--- src/rtl/alu_issue_stage.sv ---
// RV32I issue stage: decodes an instruction plus operands into the ALU bundle behind a registered skid buffer.
// Optional macro ALU_ISSUE_ILLEGAL_TRAP_EN: stall after issuing an illegal instruction until flush.
module alu_issue_stage #(
  parameter int unsigned XLEN         = 32,
  parameter logic [31:0] RESET_PC_TAG = 32'h0
) (
  input  logic            clock,
  input  logic            reset,
  input  logic            in_valid,
  output logic            in_ready,
  input  logic [31:0]     instruction,
  input  logic [31:0]     pc,
  input  logic [XLEN-1:0] rs1_data,
  input  logic [XLEN-1:0] rs2_data,
  input  logic            flush,
  output logic            out_valid,
  input  logic            out_ready,
  output logic [3:0]      ctrl_ALUopcode,
  output logic [XLEN-1:0] data_operandA,
  output logic [XLEN-1:0] data_operandB,
  output logic [31:0]     out_pc,
  output logic [4:0]      rd,
  output logic            reg_write,
  output logic            illegal
);

  localparam logic [6:0] OPC_OP     = 7'b0110011;
  localparam logic [6:0] OPC_OP_IMM = 7'b0010011;
  localparam logic [6:0] OPC_LUI    = 7'b0110111;
  localparam logic [6:0] OPC_AUIPC  = 7'b0010111;
  localparam logic [6:0] OPC_LOAD   = 7'b0000011;
  localparam logic [6:0] OPC_STORE  = 7'b0100011;

  typedef struct packed {
    logic [3:0]      ctrl;
    logic [XLEN-1:0] a;
    logic [XLEN-1:0] b;
    logic [31:0]     pc;
    logic [4:0]      rd;
    logic            reg_write;
    logic            illegal;
  } bundle_t;

  typedef enum logic [1:0] {
    ST_EMPTY = 2'd0,
    ST_FULL  = 2'd1,
    ST_SKID  = 2'd2
  } state_e;

  localparam bundle_t RESET_BUNDLE = '{ctrl: 4'b0000, a: '0, b: '0, pc: RESET_PC_TAG,
                                       rd: 5'd0, reg_write: 1'b0, illegal: 1'b0};

  state_e  state_q, state_d;
  bundle_t main_q, main_d;
  bundle_t skid_q, skid_d;
  logic    trap_q, trap_d;
  logic    out_valid_q, out_valid_d;
  logic    in_ready_q, in_ready_d;

  bundle_t     dec_bundle;
  logic        dec_illegal;
  logic        accept;
  logic [6:0]  opcode;
  logic [2:0]  funct3;
  logic [6:0]  funct7;
  logic [31:0] i_imm;
  logic [31:0] s_imm;
  logic [31:0] u_imm;
  logic        unused_rs_idx;

  assign opcode        = instruction[6:0];
  assign funct3        = instruction[14:12];
  assign funct7        = instruction[31:25];
  assign i_imm         = {{20{instruction[31]}}, instruction[31:20]};
  assign s_imm         = {{20{instruction[31]}}, instruction[31:25], instruction[11:7]};
  assign u_imm         = {instruction[31:12], 12'h000};
  assign unused_rs_idx = ^instruction[24:15];

  assign accept = in_valid & in_ready_q & ~flush;

  // Instruction decode into a candidate bundle; illegal encodings collapse to a NOP.
  always_comb begin
    dec_bundle           = '0;
    dec_bundle.pc        = pc;
    dec_bundle.rd        = instruction[11:7];
    dec_illegal          = 1'b0;
    case (opcode)
      OPC_OP: begin
        dec_bundle.a         = rs1_data;
        dec_bundle.b         = rs2_data;
        dec_bundle.ctrl      = {funct7[5] & ((funct3 == 3'b000) || (funct3 == 3'b101)), funct3};
        dec_bundle.reg_write = 1'b1;
        if (funct7 == 7'b0000000) begin
          dec_illegal = 1'b0;
        end else if ((funct7 == 7'b0100000) && ((funct3 == 3'b000) || (funct3 == 3'b101))) begin
          dec_illegal = 1'b0;
        end else begin
          dec_illegal = 1'b1;
        end
      end
      OPC_OP_IMM: begin
        dec_bundle.a         = rs1_data;
        dec_bundle.b         = i_imm;
        dec_bundle.ctrl      = {funct7[5] & (funct3 == 3'b101), funct3};
        dec_bundle.reg_write = 1'b1;
        case (funct3)
          3'b001:  dec_illegal = (funct7 != 7'b0000000);
          3'b101:  dec_illegal = !((funct7 == 7'b0000000) || (funct7 == 7'b0100000));
          default: dec_illegal = 1'b0;
        endcase
      end
      OPC_LUI: begin
        dec_bundle.b         = u_imm;
        dec_bundle.reg_write = 1'b1;
      end
      OPC_AUIPC: begin
        dec_bundle.a         = pc;
        dec_bundle.b         = u_imm;
        dec_bundle.reg_write = 1'b1;
      end
      OPC_LOAD: begin
        dec_bundle.a         = rs1_data;
        dec_bundle.b         = i_imm;
        dec_bundle.reg_write = 1'b1;
      end
      OPC_STORE: begin
        dec_bundle.a         = rs1_data;
        dec_bundle.b         = s_imm;
        dec_bundle.reg_write = 1'b0;
      end
      default: dec_illegal = 1'b1;
    endcase

    if (dec_illegal) begin
      dec_bundle.ctrl      = 4'b0000;
      dec_bundle.a         = '0;
      dec_bundle.b         = '0;
      dec_bundle.rd        = 5'd0;
      dec_bundle.reg_write = 1'b0;
      dec_bundle.illegal   = 1'b1;
    end else begin
      dec_bundle.reg_write = dec_bundle.reg_write & (dec_bundle.rd != 5'd0);
    end
  end

  // Buffer next-state: flush wins; out_pc parks at the tag whenever the output goes invalid.
  always_comb begin
    state_d = state_q;
    main_d  = main_q;
    skid_d  = skid_q;
    trap_d  = trap_q;
    if (flush) begin
      state_d   = ST_EMPTY;
      main_d.pc = RESET_PC_TAG;
      trap_d    = 1'b0;
    end else begin
      case (state_q)
        ST_EMPTY: begin
          if (accept) begin
            main_d  = dec_bundle;
            state_d = ST_FULL;
          end else begin
            state_d = ST_EMPTY;
          end
        end
        ST_FULL: begin
          if (accept && !out_ready) begin
            skid_d  = dec_bundle;
            state_d = ST_SKID;
          end else if (accept && out_ready) begin
            main_d  = dec_bundle;
            state_d = ST_FULL;
          end else if (out_ready) begin
            main_d.pc = RESET_PC_TAG;
            state_d   = ST_EMPTY;
          end else begin
            state_d = ST_FULL;
          end
        end
        ST_SKID: begin
          if (out_ready) begin
            main_d  = skid_q;
            state_d = ST_FULL;
          end else begin
            state_d = ST_SKID;
          end
        end
        default: begin
          main_d.pc = RESET_PC_TAG;
          state_d   = ST_EMPTY;
        end
      endcase
`ifdef ALU_ISSUE_ILLEGAL_TRAP_EN
      trap_d = trap_q | (accept & dec_bundle.illegal);
`else
      trap_d = 1'b0;
`endif
    end
    out_valid_d = (state_d != ST_EMPTY);
    in_ready_d  = (state_d != ST_SKID) & ~trap_d;
  end

  // State and bundle registers; handshake outputs are precomputed so they come straight from flops.
  always_ff @(posedge clock) begin
    if (reset) begin
      state_q     <= ST_EMPTY;
      main_q      <= RESET_BUNDLE;
      skid_q      <= RESET_BUNDLE;
      trap_q      <= 1'b0;
      out_valid_q <= 1'b0;
      in_ready_q  <= 1'b1;
    end else begin
      state_q     <= state_d;
      main_q      <= main_d;
      skid_q      <= skid_d;
      trap_q      <= trap_d;
      out_valid_q <= out_valid_d;
      in_ready_q  <= in_ready_d;
    end
  end

  assign in_ready       = in_ready_q;
  assign out_valid      = out_valid_q;
  assign ctrl_ALUopcode = main_q.ctrl;
  assign data_operandA  = main_q.a;
  assign data_operandB  = main_q.b;
  assign out_pc         = main_q.pc;
  assign rd             = main_q.rd;
  assign reg_write      = main_q.reg_write;
  assign illegal        = main_q.illegal;

endmodule

--- config.mk ---
export PLATFORM = sky130hd
export DESIGN_NAME = alu_issue_stage
export DESIGN_NICKNAME = d
export VERILOG_FILES = /design/src/rtl/alu_issue_stage.sv
export SDC_FILE = /design/constraint.sdc
export NUM_CORES = 1
export LEC_CHECK = 0
export CORE_ASPECT_RATIO = 0.8
export CORE_MARGIN = 1
export CORE_UTILIZATION = 40
export CTS_CLUSTER_DIAMETER = 100
export CTS_CLUSTER_SIZE = 25
export DETAILED_ROUTE_END_ITERATION = 7
export HOLD_SLACK_MARGIN = 0.03
export PLACE_DENSITY = 0.72
export SYNTH_ARGS = -nofsm -noshare
export SYNTH_HDL_FRONTEND = slang
export SYNTH_SLANG_ARGS = --single-unit
export TNS_END_PERCENT = 20
--- constraint.sdc ---
create_clock -name clock -period 5.36 [get_ports clock]
set_input_delay 0.536 -clock clock [delete_from_list [all_inputs] [get_ports clock]]
set_output_delay 0.536 -clock clock [all_outputs]
set_load 0.03 [all_outputs]
* Word-level counts from Yosys, hierarchy flattened
Cells that the tools add are included.
W data, S select, Z words.
** Storage, ports and cells
- Flip-flop bits (word level) :: 218
- Input port bits :: 133
** Operators by class
- Eq/ne operators :: 17
- Mux-type cells :: 29
- Bitwise operators :: 6
- Reductions and logical operators :: 23
** Operator list (number)
- $mux W107 :: 3
- $pmux W68 S3 :: 1
- $mux W68 :: 2
- $pmux W32 S4 :: 1
- $pmux W32 S3 :: 1
- $mux W32 :: 2
- $pmux W32 S2 :: 1
- $eq A7 B6 Y1 const B :: 4
- $pmux W7 S3 :: 1
- $eq A7 B5 Y1 const B :: 2
- $ne A2 B2 Y1 const B :: 5
- $mux W2 :: 4
- $pmux W4 S2 :: 1
- $reduce_or A4 Y1 :: 2
- $eq A7 B2 Y1 const B :: 1
- $logic_not A7 Y1 :: 1
- $mux W1 :: 7
- $mux W7 :: 1
- $reduce_bool A7 Y1 :: 1
- $pmux W2 S3 :: 1
- $reduce_and A6 Y1 :: 1
- $reduce_or A2 Y1 :: 3
- $and A1 B1 Y1 :: 5
- $mux W5 :: 1
- 19 further kinds :: 23

* Longest topological paths before layout
- Depth in word-level cells :: 10
- Mapped depth :: 10

* Least setup slack after synthesis
No wires, ideal clock.
- Path kind :: input to register
- Start point :: in instruction[25]
- End point :: reg main_q (netlist bit ctrl_ALUopcode[3])
- Library setup time :: 0.080 ns
- Arrival :: 2.445 ns
- Required time :: 5.280 ns
- Slack :: 2.835 ns
- Cell stages on the path :: 6
- Cell sequence :: or4_4 o311a_4 nor4_4 buf_6 nand3_2 a211oi_2
** Between the ends
- Longest elaborated chain between the ends :: 9
** Ends and longest elaborated chain
- start: declaration :: line 11 : input logic [31:0] instruction,
- $eq A7 B6 Y1 / $logic_not A7 Y1 (equally long branches) :: line 95, 108, 93
- $logic_or A1 B1 Y1 / $logic_and A1 B1 Y1 (equally long branches) :: line 108, 95
- $logic_not A1 Y1 / $mux W1 (equally long branches) :: line 108, 95
- $pmux W1 S2 / $mux W1 (equally long branches) :: line 106, 93
- $pmux W1 S3 * :: line 87 : case (opcode)
- $mux W68 * :: line 134 : if (dec_illegal) begin
- $mux W68 :: line 170 : end else if (accept && out_ready) begin
- $mux W107 :: line 167 : if (accept && !out_ready) begin
- $pmux W68 S3 * :: line 157 : case (state_q)
- end signal: assignment :: line 214 : main_q <= main_d;
- end: declaration :: line 54 : bundle_t main_q, main_d;
Every way passes the cells marked *; elsewhere a longest branch is shown, timed or not. The select of a mux whose other input is x is not followed.
A chain may end at the register's enable or synchronous reset.

* Worst setup path in the final report
- Start point :: in instruction[4]
- End point :: reg main_q (netlist bit ctrl_ALUopcode[0])
** Between the ends
- Longest elaborated chain between the ends :: 7
** Ends and longest elaborated chain (line)
- $eq A7 B6 Y1 (tied with other cells) :: 87
- $reduce_or A4 Y1 (no line)
- $pmux W1 S3 :: 87
- $mux W68 * :: 134
- $mux W68 :: 170
- $mux W107 :: 167
- $pmux W68 S3 * :: 157
Marks and branches as above.

==> metrics.yaml <==
power:
  power_frac_clock: 0.303
  total_leakage_power_nw: 4.22
  p_sw_mw: 0.911
  powerDensity_nw_per_um2: 250
  switching_share: 0.280
  p_int_mw: 2.35
  pwr-share-seq: 0.519
  comb_power_share: 0.178
  ir_worst_vdd_mv: 0.156
final_layout:
  drive_gt1_frac: 0.133
  mostFrequentLayoutCell: "clkdlybuf4s50_1"
  num-fill-cells: 2350
  final_cells: 1651
  synthToLayoutAreaGrowth_pct: 27.1
  layout_common_cells: "240 x clkdlybuf4s50_1, 218 x dfxtp_1, 159 x nor2_1"
  antenna_cells: 0
  finalNetCount: 1462
clock_tree:
  clk_path_buf_depth: 3
  worstSkewPairLatency_ps: 470
  clock_sinks: 218
  htreeDepth: 1
  cts_tree: "done"
  clk_pin_slew_ps: 100
  post_cts_resized: 0
  postCtsHoldBufs: 0
  postCtsSetupRepairBufs: 0
  cts_inserted_buffers: 12
  cts_root_buffer: "clkbuf_16"
routing:
  drt_iter0_markers: 668
  ant_nets: 0
  vias: 9358
  drt_wl_total_um: 32200
  viasPerCell: 5.67
  wl_per_cell_um: 19.5
  firstDrtPassIters: 5
  drc_errors: 0
floorplan:
  start_util: 0.406
  die_y_um: 145
  die_area_um2: 26300
  pin_count: 242
  rows: 52
  die_w_um: 181
  core-area_um2: 25200
setup_path:
  worstPathMaxFanout: 61
  critPathRequiredTime_ps: 5760
  rr_worst_depth: 4
  crit_path_end_kind: "register"
  worst_setup_path_start_kind: "input pin"
  cp_data_arrival_time_ps: 4160
  crit_type: "input pin to register"
synth:
  syn_inst: 1175
  ys.flop_type: "dfxtp_1"
  synth_cell_types: 50
  synth.avg_cell_area_um2: 8.73
  yosysSeqAreaShare: 0.425
  ys_ff_latch: 218
  netlist_top_cells_area: "dfxtp_1 43%, a211oi_2 8.4%, a21oi_1 6.6%"
  netlist.area_leader.share: 0.425
  synth_async_sr_flop_share: 0
  synth_warnings: 0
  synth_edf_count: 0
  syn_nets: 1310
  syn_area_um2: 10300
  yosysTopAreaCell: "dfxtp_1"
placement:
  globalplace.congestion: 0.865
  hpwl_um: 20900
  dpl.cell_count: 1637
  port_buffers: 241
timing:
  min_period_ps: 3770
  setup_viol: 0
  fin_crit_sh: 0.703
  tightest_slew_ps: 1160
  slew_headroom: 0.226
  hold_violations: 0
  finClkSkew_ps: 10.9
  rsz0062_at_grt: "false"
  maxSlewViolCount: 0
  fin_setup_tns_ps: 0
  fmax_mhz: 266
run_status:
  status: "finished, final reports clean"
worst_hold_path:
  hold_path_depth: 2
  hold_class: "register to register"
grt:
  grt_pass1_wl_um: 50800
  grt.total_usage: 0.239
  grt_max_degree: 79
  grt_pass1_vias: 8936
  antenna_found_initial: 0
  gr-total-overflow: 0
job:
  drv_cap: 0
==> Yosys cell counts (3+ instances only) <==
master,count
a211oi_2,69
nand4_1,6
a22oi_1,65
buf_6,8
clkbuf_1,85
buf_2,10
nand3_2,59
nor2b_1,3
nor2_1,160
nand2b_1,3
inv_1,4
o2bb2ai_1,19
buf_1,10
nand2_1,125
mux2i_1,14
nand3_1,18
nor3_1,4
and2_1,4
buf_4,6
o21ai_0,36
a21oi_1,136
a211oi_1,42
a22o_1,39
o22ai_1,3
dfxtp_1,218
==> cell type report <==
type                    count  area, µm²  area share
inverters                   5       18.8     0.00144
clock inverters             1       8.76    0.000672
repair buffers            258       2540       0.195
clock buffers              13        325      0.0249
well taps                 324        405      0.0311
flip-flops and latches    218       4360       0.335
multi-input cells         832       5380       0.412
==> registers in the layout, summed over array words and instances, names as in the netlist <==
name	count
skid_q	107
data_operandA	32
data_operandB	32
out_pc	32
rd	5
ctrl_ALUopcode	4
state_q	2
illegal	1
in_ready	1
out_valid	1
reg_write	1
==> kinds of logic after synthesis <==
kind of cell / Yosys count / share of synthesized area
buffers and inverters: 125 / 0.0555
muxes: 14 / 0.0137
adders and majority gates: 2 / 0.00244
xor gates and xnor gates: 1 / 0.000854
AOI/OAI and AO/OA: 419 / 0.307
DFF: 218 / 0.425
and+or+nand+nor: 396 / 0.195
==> path summary, 6_finish.rpt <==
| check | start | endpoint | slack [ps] |
|---|---|---|---|
| min | skid_q[15]$_SDFFE_PP0P_ | skid_q[15]$_SDFFE_PP0P_ | 460 |
| max | instruction[4] | ctrl_ALUopcode[0]$_SDFFE_PP0P_ | 1590 |
| min reg2reg | skid_q[15]$_SDFFE_PP0P_ | skid_q[15]$_SDFFE_PP0P_ | 460 |
| max reg2reg | state_q[1]$_SDFF_PP0_ | out_pc[21]$_SDFFE_PP0P_ | 2370 |
==> through the flow <==
step	setup WS (ps)	util	cell area [µm²]	hold slack (ps)	power, mW
4_1_cts	1680	0.517	13000	462	3.28
2_1_floorplan	2830	-	10300	417	2.04
5_1_grt	1440	0.517	13000	477	3.39
3_3_place_gp	1260	0.503	12700	431	2.30
6_report	1590	0.517	13000	462	3.26
3_5_place_dp	1180	0.503	12700	440	2.31
==> critical path, cell delays in order <==
cell and delay, ps:
clkdlybuf4s50_1 750, and2_1 710, nand4_1 300, o22a_4 570, buf_4 770, nand3_1 270, o22ai_1 200
==> per-layer routing <==
layer / share of wire / global-route usage / wire [µm]
met3: 0.060 / 0.0379 / 1940
met2: 0.44 / 0.364 / 14200
met5: 0 / 0 / 0
met1: 0.48 / 0.351 / 15400
met4: 0.020 / 0.0576 / 648
==> power by group through the flow <==
| stage | Sequential [mW] | Clock (mW) | Combinational (mW) |
|---|---|---|---|
| final | 1.69 | 0.987 | 0.581 |
| after detailed placement | 1.73 | 0 | 0.579 |
| after global placement | 1.73 | 0 | 0.575 |
| after CTS | 1.69 | 1.01 | 0.582 |
| after global routing | 1.70 | 1.07 | 0.619 |
| after floorplan | 1.81 | 0 | 0.229 |
(Power assumes the default switching activity.)
